<file path="config.mk">
export PLATFORM = sky130hd
export DESIGN_NAME = microsequencer_p
export DESIGN_NICKNAME = d
export VERILOG_FILES = /design/src/rtl/microsequencer_p.sv
export SDC_FILE = /design/constraint.sdc
export NUM_CORES = 1
export LEC_CHECK = 0
export BUFFER_PORTS_ARGS = -buffer_cell sky130_fd_sc_hd__buf_2
export CORE_AREA = 5 5 96 98
export DETAILED_ROUTE_END_ITERATION = 12
export DIE_AREA = 0 0 101 103
export PLACE_DENSITY = 0.63
export SYNTH_ARGS = -nofsm -noshare
export SYNTH_HDL_FRONTEND = slang
export SYNTH_SLANG_ARGS = --single-unit
</file>
<file path="constraint.sdc">
create_clock -name CLK -period 3 [get_ports CLK]
set_clock_uncertainty 0.05 [all_clocks]
set_input_delay 0.45 -clock CLK [delete_from_list [all_inputs] [get_ports CLK]]
set_output_delay 0.45 -clock CLK [all_outputs]
set_load 0.01 [all_outputs]
</file>
<file path="src/rtl/microsequencer_p.sv">
// ---------------------------------------------------------------------------
// microsequencer_p
//
// Microprogram sequencer for the microcoded ARM datapath control path.
// It holds the micro-program counter (uPC) and selects the next
// micro-address each cycle from one of these sources: the sequential
// increment, a branch target, the opcode map, the return stack, or the
// loop-counter branch. The microcode ROM and the control-word pipeline
// register sit outside this block. Their fields come back in as
// NS_OP / COND_SEL / INV / BR_ADDR / LD_CNT / CNT_VAL.
//
// Ports
//   CLK       in   rising-edge clock
//   RESET_N   in   asynchronous active-low reset
//   HOLD      in   stall: all state frozen while high
//   NS_OP     in   next-state opcode (see ns_op_e)
//   COND_SEL  in   index into COND_VEC
//   INV       in   invert the selected condition
//   COND_VEC  in   condition inputs (MOC, COND, IR bits, MLS ...)
//   BR_ADDR   in   branch / call / loop target
//   MAP_ADDR  in   opcode-mapped address from the instruction encoder
//   LD_CNT    in   load the loop counter with CNT_VAL
//   CNT_VAL   in   loop counter load value
//   UADDR     out  current micro-address (uPC), drives the ROM
//   CNT_ZERO  out  loop counter is zero
//   SP_FULL   out  return stack holds DEPTH entries
//   ERR_OVF   out  sticky: push attempted while the stack was full
//   ERR_UNF   out  sticky: pop attempted while the stack was empty
// ---------------------------------------------------------------------------
module microsequencer_p #(
    parameter int              AW         = 8,
    parameter int              NCOND      = 8,
    parameter int              DEPTH      = 4,
    parameter int              CW         = 8,
    parameter logic [AW-1:0]   RESET_ADDR = '0
) (
    input  logic                     CLK,
    input  logic                     RESET_N,
    input  logic                     HOLD,
    input  logic [2:0]               NS_OP,
    input  logic [$clog2(NCOND)-1:0] COND_SEL,
    input  logic                     INV,
    input  logic [NCOND-1:0]         COND_VEC,
    input  logic [AW-1:0]            BR_ADDR,
    input  logic [AW-1:0]            MAP_ADDR,
    input  logic                     LD_CNT,
    input  logic [CW-1:0]            CNT_VAL,
    output logic [AW-1:0]            UADDR,
    output logic                     CNT_ZERO,
    output logic                     SP_FULL,
    output logic                     ERR_OVF,
    output logic                     ERR_UNF
);

    // The stack pointer counts 0..DEPTH, so it needs one more code than
    // there are stack entries.
    localparam int SPW = $clog2(DEPTH + 1);
    localparam int IW  = (DEPTH > 1) ? $clog2(DEPTH) : 1;

    typedef enum logic [2:0] {
        NS_CONT = 3'd0,
        NS_JMP  = 3'd1,
        NS_CJMP = 3'd2,
        NS_MAP  = 3'd3,
        NS_CALL = 3'd4,
        NS_RET  = 3'd5,
        NS_LOOP = 3'd6,
        NS_WAIT = 3'd7
    } ns_op_e;

    // ---------------------------------------------------------------------
    // State
    // ---------------------------------------------------------------------
    logic [AW-1:0]  upc_q;
    logic [SPW-1:0] sp_q;
    logic [CW-1:0]  cnt_q;
    logic           err_ovf_q;
    logic           err_unf_q;
    logic [AW-1:0]  stack_q [DEPTH];

    // ---------------------------------------------------------------------
    // Next-state signals
    // ---------------------------------------------------------------------
    ns_op_e         op;
    logic           cond;
    logic [AW-1:0]  inc;
    logic           sp_full;
    logic           sp_empty;
    logic [IW-1:0]  push_idx;
    logic [IW-1:0]  top_idx;

    logic [AW-1:0]  upc_nxt;
    logic [SPW-1:0] sp_nxt;
    logic [CW-1:0]  cnt_nxt;
    logic           push_en;
    logic           ovf_set;
    logic           unf_set;

    assign op       = ns_op_e'(NS_OP);
    assign cond     = COND_VEC[COND_SEL] ^ INV;
    assign inc      = upc_q + 1'b1;               // wraps all-ones to zero
    assign sp_full  = (sp_q == SPW'(DEPTH));
    assign sp_empty = (sp_q == '0);
    assign push_idx = IW'(sp_q);                  // only used when not full
    assign top_idx  = IW'(sp_q - 1'b1);           // only used when not empty

    // NOTE: every output of this block gets a default before the case
    // statement. A path that skipped an assignment would infer a latch.
    always_comb begin
        upc_nxt = inc;
        sp_nxt  = sp_q;
        cnt_nxt = cnt_q;
        push_en = 1'b0;
        ovf_set = 1'b0;
        unf_set = 1'b0;

        unique case (op)
            NS_CONT: upc_nxt = inc;
            NS_JMP:  upc_nxt = BR_ADDR;
            NS_CJMP: upc_nxt = cond ? BR_ADDR : inc;
            NS_MAP:  upc_nxt = MAP_ADDR;
            NS_CALL: begin
                if (cond) begin
                    upc_nxt = BR_ADDR;
                    // The call still jumps on overflow. Only the return
                    // address is lost.
                    if (sp_full) begin
                        ovf_set = 1'b1;
                    end else begin
                        push_en = 1'b1;
                        sp_nxt  = sp_q + 1'b1;
                    end
                end
            end
            NS_RET: begin
                if (sp_empty) begin
                    upc_nxt = RESET_ADDR;
                    unf_set = 1'b1;
                end else begin
                    upc_nxt = stack_q[top_idx];
                    sp_nxt  = sp_q - 1'b1;
                end
            end
            NS_LOOP: begin
                if (cnt_q != '0) begin
                    upc_nxt = BR_ADDR;
                    cnt_nxt = cnt_q - 1'b1;
                end
            end
            NS_WAIT: upc_nxt = cond ? inc : upc_q;
            default: upc_nxt = inc;
        endcase

        // A load wins over a same-cycle decrement. The LOOP branch above
        // was already decided from the pre-load count.
        if (LD_CNT) begin
            cnt_nxt = CNT_VAL;
        end
    end

    // NOTE: sequential state uses non-blocking assignments, so every
    // register samples the pre-edge values computed above.
    always_ff @(posedge CLK or negedge RESET_N) begin
        if (!RESET_N) begin
            upc_q     <= RESET_ADDR;
            sp_q      <= '0;
            cnt_q     <= '0;
            err_ovf_q <= 1'b0;
            err_unf_q <= 1'b0;
        end else if (!HOLD) begin
            upc_q     <= upc_nxt;
            sp_q      <= sp_nxt;
            cnt_q     <= cnt_nxt;
            err_ovf_q <= err_ovf_q | ovf_set;
            err_unf_q <= err_unf_q | unf_set;
        end
    end

    // NOTE: the stack entries have no reset. An entry is only read after
    // it has been pushed, and the pointer itself is reset, so stale
    // contents can never be observed.
    always_ff @(posedge CLK) begin
        if (push_en && !HOLD) begin
            stack_q[push_idx] <= inc;
        end
    end

    // ---------------------------------------------------------------------
    // Outputs are decoded from registered state only
    // ---------------------------------------------------------------------
    assign UADDR    = upc_q;
    assign CNT_ZERO = (cnt_q == '0);
    assign SP_FULL  = sp_full;
    assign ERR_OVF  = err_ovf_q;
    assign ERR_UNF  = err_unf_q;

endmodule

</file>
; ---- Word level (Yosys, flattened, before mapping)
; Memory sizes are Yosys's and may differ from the RTL's.
; Cells that the tools add are included.
[classes]
addsub = 4
n_eq_ne = 12
n_reduce_logical = 13
order_cmp = 1
bitwise = 4
n_mux = 24
[ops]
columns = operator, n
row1 = two-way mux 8 bit, 7
row2 = case mux 8 bit (7 select lines), 1
row3 = "== test 3 bit, second input constant", 5
row4 = two-way mux 1 bit, 11
row5 = two-way mux 3 bit, 3
row6 = "adder 8 x 1 -> 8 bit, second input constant", 1
row7 = zero test 8 bit, 1
row8 = "inequality test 2 bit, second input constant", 4
row9 = nonzero test 8 bit, 1
row10 = "subtractor 8 x 1 -> 8 bit, second input constant", 1
row11 = "== test 3 x 2 -> 1 bit, second input constant", 2
row12 = zero test 3 bit, 2
row13 = case mux 3 bit (2 select lines), 1
row14 = nonzero test 2 bit, 3
row15 = AND reduction 5 bit, 1
row16 = "less-than comparator 3 x 4 -> 1 bit, second input constant", 1
row17 = "adder 3 x 1 -> 3 bit, second input constant", 1
row18 = binary-select mux 1 bit (select 3 bit), 1
row19 = "== test 3 x 1 -> 1 bit, second input constant", 1
row20 = AND reduction 3 bit, 1
row21 = "subtractor 3 x 1 -> 3 bit, second input constant", 1
row22 = OR 1 bit, 2
row23 = AND reduction 2 bit, 1
row24 = OR reduction 2 bit, 1
row25 = 4 further kinds, 4
[word_totals]
out_inout_bits = 12
mem_count = 1
regBits = 21
ramBits = 32
[memory_table]
columns = name, depth, word_bits, rd, rd_clocked_by_memory_dff, write_ports, line_no
row1 = stack_q, 4, 8, 1, 0, 1, 79  ; logic [AW-1:0] stack_q [DEPTH];

; ---- Depth between registers and ports, before layout
; Gate-level depths: netlist (run 1).
[depth]
depth_word = 8
mapped_depth = 10

; ---- Worst setup path after synthesis (run 1)
; No wires, ideal clock.
[synth_timing]
kind = in2reg
start = input port COND_SEL[1]
end = memory stack_q[1][0], enable pin
path_slack_ps = 491
cell_stages = 5
arrival_time_ps = 2127
n_path_buf = 0
setup_time_ps = 332
cell_sequence = mux4_1 -> mux2_4 -> xor2_1 -> and2_1 -> and3_1
[synth_between]
elab_chain_cells = 8
[synth_rtl]
columns = element, line_no
row1 = from (decl), 41  ; input logic [$clog2(NCOND)-1:0] COND_SEL,
row2 = binary-select mux 1 bit (select 3 bit), 100  ; assign cond = COND_VEC[COND_SEL] ^ INV;
row3 = two-way mux 1 bit (implied by the code), 100
row4 = XOR 1 bit, 100
row5 = two-way mux 1 bit, 123  ; if (cond) begin
row6 = two-way mux 1 bit, 117  ; unique case (op)
row7 = logical AND 1 bit, 183  ; if (push_en && !HOLD) begin
row8 = two-way mux 1 bit, 183
row9 = two-way mux 1 bit (implied by the code), 184  ; stack_q[push_idx] <= inc;
row10 = to (decl), 79
; Every way passes these cells. The select of a mux whose other input is x is not followed.

; ---- Worst setup path after layout (run 1)
[layout_timing]
start = register cnt_q[0]
end = output port CNT_ZERO
[layout_between]
elab_chain_cells = 1
[layout_rtl]
columns = element, line_no
row1 = from (decl), 76  ; logic [CW-1:0] cnt_q;
row2 = from (signal assigned), 173  ; cnt_q <= cnt_nxt;
row3 = zero test 8 bit, 192  ; assign CNT_ZERO = (cnt_q == '0);
row4 = to (decl), 49  ; output logic CNT_ZERO,
; Every way passes these cells.

==> impl_metrics.py, run 1 <==
metrics = {
    "setup_path": {
        "worst_r2r_startpoint": "cnt_q[0]$_DFFE_PN0P_",
        "crit_cells": 5,
        "worst_ep_required_time_ns": 2.50,
        "cp_max_stage_delay_ns": 0.51,
        "rr_endpoint": "UADDR[2]$_DFFE_PN0P_",
        "worstPathBufferInverterCount": 2,
        "timing.critical_path.slowest_stage_cell": "sky130_fd_sc_hd__or3b_2",
        "cp_cell_sequence": "inv_1 -> ha_1 -> or3b_2 -> nor3_1 -> buf_2",
        "crit_fanout": 4,
        "critical_path.endpoint_type": "output pin",
        "criticalPathCategory": "flip-flop to output pin",
        "cp.arrival_ns": 2.11,
        "r2r_slack_ns": 0.51,
        "path_delay_family": "simple AND/OR/NAND/NOR gates",
        "critPathLaunchType": "flip-flop",
        "r2r_cells": 7,
    },
    "die": {
        "design.die.area_um2": 10400,
        "placement_rows": 34,
        "fp.dieH_um": 103,
        "start_util_pct": 35.74,
        "fp.dieW_um": 101,
        "io-pin-count": 55,
        "coreArea_um2": 8381,
    },
    "finish": {
        "stdcell_count": 429,
        "finalNetCount": 370,
        "flow.area_growth_from_synthesis_pct": 16.79,
        "layout-drive-gt1-share_pct": 27.73,
        "antenna_cells": 0,
        "final_cell_area_um2": 3498,
    },
    "place": {
        "dp_hpwl_um": 5511,
        "placed_cells": 421,
        "port_buffers": 54,
        "globalplace.congestion": 0.7867,
        "place_area_um2": 3403,
    },
    "route": {
        "wl_per_cell_um": 17.24,
        "detail_route.wirelength_um": 7395,
        "vias": 2401,
        "drc": 0,
        "via_per_inst": 5.597,
        "firstDrtPassIters": 4,
        "final_antenna_violating_net_count": 0,
        "drt_iter0_markers": 144,
    },
    "timing": {
        "hold_ws_ns": 0.04576,
        "worst_rel_slew_slack_pct": 60.50,
        "rsz0062_at_grt": "false",
        "timing_hold_violations_final": 0,
        "worst_slew_pin_slew_ns": 0.5904,
        "fmaxAchievable_mhz": 383.7,
        "report.final.slew_viol_count": 0,
        "final.min_clock_period_ns": 2.606,
        "report.final.setup_viol": 0,
        "post-route-period-util_pct": 86.87,
        "finalSetupTns_ns": 0,
    },
    "pwr": {
        "comb_power_share_pct": 36.6,
        "vdd_ir_drop_max_mv": 0.3931,
        "clkPwrFrac_pct": 19.6,
        "power.density_cell_area_nw_per_um2": 642.0,
        "net-switching-power_w": 0.0007965,
        "switching_share_pct": 35.46,
        "power_leakage_nw": 1.399,
        "power.total_w": 0.002246,
        "seq_power_share_pct": 43.8,
        "power_report.internal_total_w": 0.001450,
    },
    "grt": {
        "grt.overflow.total": 0,
        "global_route_wire_length_before_repair_um": 11970,
        "first_global_vias": 2432,
        "pin_count_of_the_biggest_net_entering_global_routing": 24,
        "grt_util_all_layers_pct": 14.92,
        "grt_antenna_before_repair": 0,
    },
    "synthesis": {
        "syn-cell-area_um2": 2995,
        "post_synth_inst_count": 265,
        "yosysUniqueCellTypes": 53,
        "synth_ff_type": "sky130_fd_sc_hd__edfxtp_1",
        "synthesis.nets": 315,
        "number_of_flops_mapped_to_enable_cells_by_yosys": 32,
        "yosys_warnings": 0,
        "synth.avg_cell_area_um2": 11.30,
        "proportion_of_synthesized_chip_area_in_sequential_cells_pct": 49.62,
        "register_bit_total_from_synthesis": 53,
        "async_reset_ff_share_pct": 39.62,
    },
    "clocking": {
        "cts_made_buffers": 5,
        "cts_buffer_depth": 2,
        "cts_tree": "done",
        "cts.htree.levels": 2,
        "cts_repair_resize_count": 0,
        "holdBufCountCts": 0,
        "cts-root-buf": "sky130_fd_sc_hd__clkbuf_8",
        "post_cts_buffers": 0,
        "clkTransAtPathRegs_ns": 0.11,
        "clk_latency_ns": 0.32,
        "clkSinkCount": 53,
    },
    "run_status": {
        "run_status": "finished, final reports clean",
    },
    "min_path": {
        "hold_class": "input pin to asynchronous set/reset pin",
    },
    "run": {
        "timing.max_cap.violations": 0,
    },
}
state kept, by name, indices dropped and copies added (netlist names):
| name | flops |
|---|---|
| stack_q | 32 |
| cnt_q | 8 |
| UADDR | 8 |
| ERR_UNF | 1 |
| ERR_OVF | 1 |
| sp_q | 3 |
cells by family after synthesis:
family | Yosys count | synth area share (%)
flops | 53 | 49.62
xor+xnor | 12 | 4.136
buf+inv | 23 | 2.924
simple gates | 77 | 13.20
fa+ha+maj | 7 | 2.924
compound gates | 78 | 17.50
mux | 15 | 9.691
area by class of cell:
class / count / area (µm²)
fillers: 797 / 4882
inverters: 10 / 37.54
multi-input cells: 189 / 1421
clock buffers: 5 / 68.82
well taps: 108 / 135.1
flip-flops and latches: 53 / 1486
repair buffers: 61 / 322.8
clock inverters: 3 / 26.28
Yosys cell counts, types with 2 or more instances:
library cell	number	area share (%)
sky130_fd_sc_hd__or2_2	2	0.42
sky130_fd_sc_hd__nor3b_1	3	0.75
sky130_fd_sc_hd__o31ai_1	7	1.8
sky130_fd_sc_hd__edfxtp_1	32	32
sky130_fd_sc_hd__a21oi_1	15	2.5
sky130_fd_sc_hd__a211oi_1	2	0.50
sky130_fd_sc_hd__and3_1	6	1.3
sky130_fd_sc_hd__dfrtp_1	21	18
sky130_fd_sc_hd__o21ai_0	20	3.3
sky130_fd_sc_hd__a31oi_1	3	0.63
sky130_fd_sc_hd__o21ai_1	3	0.50
sky130_fd_sc_hd__nand3_1	4	0.67
sky130_fd_sc_hd__o311ai_0	2	0.58
sky130_fd_sc_hd__ha_1	7	2.9
sky130_fd_sc_hd__nor4_1	3	0.63
sky130_fd_sc_hd__nor3_1	5	0.84
sky130_fd_sc_hd__xor2_1	3	0.88
sky130_fd_sc_hd__mux4_1	2	1.8
sky130_fd_sc_hd__nand2_1	15	1.9
sky130_fd_sc_hd__o211ai_1	8	2.0
sky130_fd_sc_hd__a221o_1	2	0.67
sky130_fd_sc_hd__nand3b_1	2	0.50
sky130_fd_sc_hd__inv_1	10	1.3
sky130_fd_sc_hd__nor2b_1	8	1.7
sky130_fd_sc_hd__xnor2_1	8	2.3
sky130_fd_sc_hd__mux2_2	2	0.75
sky130_fd_sc_hd__clkbuf_1	11	1.4
sky130_fd_sc_hd__mux4_2	8	6.0
sky130_fd_sc_hd__nor2_1	21	2.6
sky130_fd_sc_hd__nand2b_1	2	0.42
sky130_fd_sc_hd__a221oi_1	5	1.5
sky130_fd_sc_hd__mux2i_1	2	0.67
cell usage in the layout (no fill, tap or decap), types with 2 or more instances in the layout:
| master | synthesis | final |
|---|---|---|
| sky130_fd_sc_hd__a211oi_1 | 2 | 2 |
| sky130_fd_sc_hd__a21oi_1 | 15 | 15 |
| sky130_fd_sc_hd__a221o_1 | 2 | 2 |
| sky130_fd_sc_hd__a221oi_1 | 5 | 5 |
| sky130_fd_sc_hd__a31oi_1 | 3 | 3 |
| sky130_fd_sc_hd__and3_1 | 6 | 6 |
| sky130_fd_sc_hd__buf_2 | 1 | 54 |
| sky130_fd_sc_hd__buf_4 | 0 | 7 |
| sky130_fd_sc_hd__clkbuf_8 | 0 | 5 |
| sky130_fd_sc_hd__dfrtp_1 | 21 | 21 |
| sky130_fd_sc_hd__edfxtp_1 | 32 | 32 |
| sky130_fd_sc_hd__ha_1 | 7 | 7 |
| sky130_fd_sc_hd__inv_1 | 10 | 10 |
| sky130_fd_sc_hd__inv_6 | 0 | 3 |
| sky130_fd_sc_hd__mux2_2 | 2 | 2 |
| sky130_fd_sc_hd__mux2i_1 | 2 | 2 |
| sky130_fd_sc_hd__mux4_1 | 2 | 2 |
| sky130_fd_sc_hd__mux4_2 | 8 | 8 |
| sky130_fd_sc_hd__nand2_1 | 15 | 15 |
| sky130_fd_sc_hd__nand2b_1 | 2 | 2 |
| sky130_fd_sc_hd__nand3_1 | 4 | 4 |
| sky130_fd_sc_hd__nand3b_1 | 2 | 2 |
| sky130_fd_sc_hd__nor2_1 | 21 | 21 |
| sky130_fd_sc_hd__nor2b_1 | 8 | 8 |
| sky130_fd_sc_hd__nor3_1 | 5 | 5 |
| sky130_fd_sc_hd__nor3b_1 | 3 | 3 |
| sky130_fd_sc_hd__nor4_1 | 3 | 3 |
| sky130_fd_sc_hd__o211ai_1 | 8 | 8 |
| sky130_fd_sc_hd__o21ai_0 | 20 | 20 |
| sky130_fd_sc_hd__o21ai_1 | 3 | 3 |
| sky130_fd_sc_hd__o311ai_0 | 2 | 2 |
| sky130_fd_sc_hd__o31ai_1 | 7 | 7 |
| sky130_fd_sc_hd__or2_2 | 2 | 2 |
| sky130_fd_sc_hd__xnor2_1 | 8 | 8 |
| sky130_fd_sc_hd__xor2_1 | 3 | 3 |
how the worst max path moves through the flow:
stage / endpoint / startpoint / slack (ns)
floorplan: stack_q[1][0]$_DFFE_PP_ / COND_SEL[1] / 0.49
finish: CNT_ZERO / cnt_q[0]$_DFFE_PN0P_ / 0.39
global placement: UADDR[4]$_DFFE_PN0P_ / COND_SEL[1] / 0.42
detailed placement: stack_q[1][0]$_DFFE_PP_ / COND_SEL[1] / 0.35
CTS: CNT_ZERO / cnt_q[0]$_DFFE_PN0P_ / 0.41
global route: CNT_ZERO / cnt_q[0]$_DFFE_PN0P_ / 0.29
power groups by stage:
stage	logic (W)	registers (W)	clock network [W]
after floorplan	0.000572	0.000998	0
after global placement	0.000812	0.000995	0
after detailed placement	0.000830	0.000998	0
after CTS	0.000835	0.000983	0.000451
after global routing	0.000914	0.000997	0.000485
final	0.000822	0.000983	0.000441
per-stage QoR:
step,worst slack (ns),util (%)
6_report,0.3939,41.74
5_1_grt,0.2917,41.74
4_1_cts,0.4101,41.74
3_5_place_dp,0.3497,40.61
3_3_place_gp,0.4191,40.61
2_1_floorplan,0.4912,-
layer usage:
metal | GRT usage (%) | vias to the layer above | part of all wire [%]
met5 | 0 | - | 0
li1 | - | 1122 | -
met1 | 19.80 | 1178 | 45
met3 | 2.368 | 12 | 6.5
met4 | 5.828 | 0 | 2.1
met2 | 24.61 | 89 | 47
Note: power is estimated with default switching activity, not from simulation.
==> run 2, diff against run 1 <==
--- a/config.mk
+++ b/config.mk
@@ -5,10 +5,11 @@
 export SDC_FILE = /design/constraint.sdc
 export NUM_CORES = 1
 export LEC_CHECK = 0
+export ABC_AREA = 1
 export BUFFER_PORTS_ARGS = -buffer_cell sky130_fd_sc_hd__buf_2
-export CORE_AREA = 5 5 96 98
+export CORE_AREA = 5 5 101 103
 export DETAILED_ROUTE_END_ITERATION = 12
-export DIE_AREA = 0 0 101 103
+export DIE_AREA = 0 0 106 108
 export PLACE_DENSITY = 0.63
 export SYNTH_ARGS = -nofsm -noshare
 export SYNTH_HDL_FRONTEND = slang
==> impl_metrics.py, run 2 <==
metrics = {
    "die": {
        "design.die.area_um2": 11450,
        "fp.dieH_um": 108,
        "start_util_pct": 36.41,
        "placement_rows": 35,
        "coreArea_um2": 9109,
        "io-pin-count": 55,
        "fp.dieW_um": 106,
    },
    "timing": {
        "post-route-period-util_pct": 79.05,
        "worst_rel_slew_slack_pct": 51.30,
        "worst_slew_pin_slew_ns": 0.7304,
        "rsz0062_at_grt": "false",
        "report.final.slew_viol_count": 0,
        "timing_hold_violations_final": 0,
        "final.min_clock_period_ns": 2.372,
        "report.final.setup_viol": 0,
        "fmaxAchievable_mhz": 421.7,
        "finalSetupTns_ns": 0,
    },
    "setup_path": {
        "worst_setup_path_endpoint": "UADDR[6]$_DFFE_PN0P_",
        "crit_start": "sp_q[0]$_DFFE_PN0P_",
        "rr_endpoint": "UADDR[6]$_DFFE_PN0P_",
        "worst_ep_required_time_ns": 3.17,
        "criticalPathCategory": "flip-flop to flip-flop",
        "worst_r2r_startpoint": "sp_q[0]$_DFFE_PN0P_",
        "cp.arrival_ns": 2.54,
        "r2r_cells": 13,
        "critical_path.endpoint_type": "flip-flop",
        "crit_fanout": 19,
        "r2r_slack_ns": 0.63,
        "critPathLaunchType": "flip-flop",
    },
    "clocking": {
        "post_cts_buffers": 0,
        "cts_tree": "done",
        "cts.htree.levels": 2,
        "cts-root-buf": "sky130_fd_sc_hd__clkbuf_8",
        "clkSinkCount": 53,
        "clkTransAtPathRegs_ns": 0.10,
        "cts_made_buffers": 5,
        "clk_latency_ns": 0.31,
        "cts_repair_resize_count": 0,
        "cts_buffer_depth": 2,
        "holdBufCountCts": 0,
    },
    "synthesis": {
        "netlist_top_cells_area": "sky130_fd_sc_hd__edfxtp_1 (29%), sky130_fd_sc_hd__dfrtp_1 (16%), sky130_fd_sc_hd__nand2_1 (12%)",
        "register_bit_total_from_synthesis": 53,
        "synth_common_cells": "sky130_fd_sc_hd__nand2_1 (103), sky130_fd_sc_hd__nor2_1 (55), sky130_fd_sc_hd__inv_1 (53), sky130_fd_sc_hd__nand3_1 (46), sky130_fd_sc_hd__edfxtp_1 (32)",
        "async_reset_ff_share_pct": 39.62,
        "syn-cell-area_um2": 3317,
        "yosysUniqueCellTypes": 33,
        "synth.top_cell.area_share_pct": 28.97,
        "yosysTopAreaCell": "sky130_fd_sc_hd__edfxtp_1",
        "yosys_warnings": 0,
        "post_synth_inst_count": 424,
        "proportion_of_synthesized_chip_area_in_sequential_cells_pct": 44.81,
        "yosysMostFrequentCell": "sky130_fd_sc_hd__nand2_1",
        "number_of_flops_mapped_to_enable_cells_by_yosys": 32,
        "synthesis.nets": 474,
        "synth_ff_type": "sky130_fd_sc_hd__edfxtp_1",
        "synth.avg_cell_area_um2": 7.823,
    },
    "route": {
        "drc": 0,
        "via_per_inst": 4.966,
        "wl_per_cell_um": 14.02,
        "detail_route.wirelength_um": 8297,
        "vias": 2940,
        "final_antenna_violating_net_count": 0,
        "drt_iter0_markers": 173,
        "firstDrtPassIters": 4,
    },
    "grt": {
        "global_route_wire_length_before_repair_um": 13620,
        "grt.overflow.total": 0,
        "pin_count_of_the_biggest_net_entering_global_routing": 22,
        "first_global_vias": 2872,
        "grt_antenna_before_repair": 0,
        "grt_util_all_layers_pct": 14.80,
    },
    "finish": {
        "most_frequent_cells_in_the_layout": "sky130_fd_sc_hd__nand2_1 (103), sky130_fd_sc_hd__nor2_1 (55), sky130_fd_sc_hd__buf_2 (54), sky130_fd_sc_hd__inv_1 (53), sky130_fd_sc_hd__nand3_1 (46)",
        "antenna_cells": 0,
        "largest_register": "stack_q",
        "most_common_library_cell_in_the_layout_ignoring_fill_and_taps": "sky130_fd_sc_hd__nand2_1",
        "layout-drive-gt1-share_pct": 18.50,
        "final_cell_area_um2": 3802,
        "fillerInstances": 941,
        "stdcell_count": 592,
        "largest_register_ff_count": 32,
        "finalNetCount": 530,
        "flow.area_growth_from_synthesis_pct": 14.64,
    },
    "run": {
        "timing.max_cap.violations": 0,
    },
    "run_status": {
        "run_status": "finished, final reports clean",
    },
    "place": {
        "place_area_um2": 3707,
        "port_buffers": 54,
        "placed_cells": 584,
        "globalplace.congestion": 0.8639,
        "dp_hpwl_um": 6516,
    },
    "min_path": {
        "hold_class": "input pin to asynchronous set/reset pin",
    },
    "pwr": {
        "power_leakage_nw": 1.767,
        "vdd_ir_drop_max_mv": 0.2530,
        "power.density_cell_area_nw_per_um2": 619.9,
    },
}
-- run 2: layout make-up --
class	count	area [µm²]	share of cell area [%]
Clock buffer	5	68.82	1.810
Multi-Input combinational cell	306	1572	41.33
Clock inverter	3	26.28	0.6910
Tap cell	111	138.9	3.653
Inverter	56	210.2	5.528
Sequential cell	53	1486	39.09
Timing Repair Buffer	58	300.3	7.897
-- run 2: critical path, stage by stage, from the launching register on --
cell and delay, ns:
sky130_fd_sc_hd__dfrtp_1 0.67, sky130_fd_sc_hd__inv_1 0.12, sky130_fd_sc_hd__ha_1 0.46, sky130_fd_sc_hd__inv_1 0.22
sky130_fd_sc_hd__nand2_1 0.10, sky130_fd_sc_hd__nand3_1 0.06, sky130_fd_sc_hd__nand3_1 0.12, sky130_fd_sc_hd__nand2_1 0.05
sky130_fd_sc_hd__nor2_1 0.08, sky130_fd_sc_hd__o21ai_0 0.08, sky130_fd_sc_hd__nor2_1 0.10, sky130_fd_sc_hd__nand2_1 0.06
sky130_fd_sc_hd__nand2_1 0.05, sky130_fd_sc_hd__nand2_1 0.04
-- run 2: per-layer routing --
metal,share of wire (%),global-route usage (%)
met5,0,0
met4,1.3,5.088
met3,3.9,1.612
met2,48,25.14
met1,47,19.75
-- run 2: worst min-delay path by stage --
stage / from / to / depth (start not counted)
after global placement: ERR_UNF$_DFFE_PN0N_ / ERR_UNF$_DFFE_PN0N_ / 1
after CTS: RESET_N / sp_q[2]$_DFFE_PN0P_ / 1
after global routing: RESET_N / UADDR[6]$_DFFE_PN0P_ / 1
after detailed placement: RESET_N / sp_q[2]$_DFFE_PN0P_ / 1
final: RESET_N / sp_q[1]$_DFFE_PN0P_ / 1
after floorplan: RESET_N / ERR_OVF$_DFFE_PN0N_ / 0
-- run 2: cells by family (layout without fill, tap and decap cells) --
logic type	count (synthesis)	after routing	share of synthesized area [%]
AND/OR/NAND/NOR	232	232	32.67
buffers and inverters	65	122	7.808
AO/OA/AOI/OAI	61	61	10.49
flip-flops	53	53	44.81
adder cells (fa/ha/maj)	7	7	2.640
XOR/XNOR	6	6	1.584
-- run 2: per-stage QoR --
| step | utilization, % | setup WS (ns) | hold slack, ns | power [W] |
|---|---|---|---|---|
| after CTS | 41.74 | 0.6389 | 0.06292 | 0.002362 |
| after floorplan | - | 0.9263 | 0.1044 | 0.001656 |
| after global routing | 41.74 | 0.3327 | 0.09366 | 0.002532 |
| after detailed placement | 40.70 | 0.6516 | 0.4045 | 0.001940 |
| final | 41.74 | 0.6285 | 0.04770 | 0.002357 |
| after global placement | 40.70 | 0.7124 | 0.4146 | 0.001925 |
-- run 2: where the power goes --
part           switching (W)  leakage [nW]  internal [W]  total [W]
Combinational       0.000605          1.18      0.000339   0.000944
Sequential         0.0000982         0.548      0.000888   0.000986
Clock               0.000256        0.0423      0.000170   0.000426
Total               0.000959          1.77       0.00140    0.00236
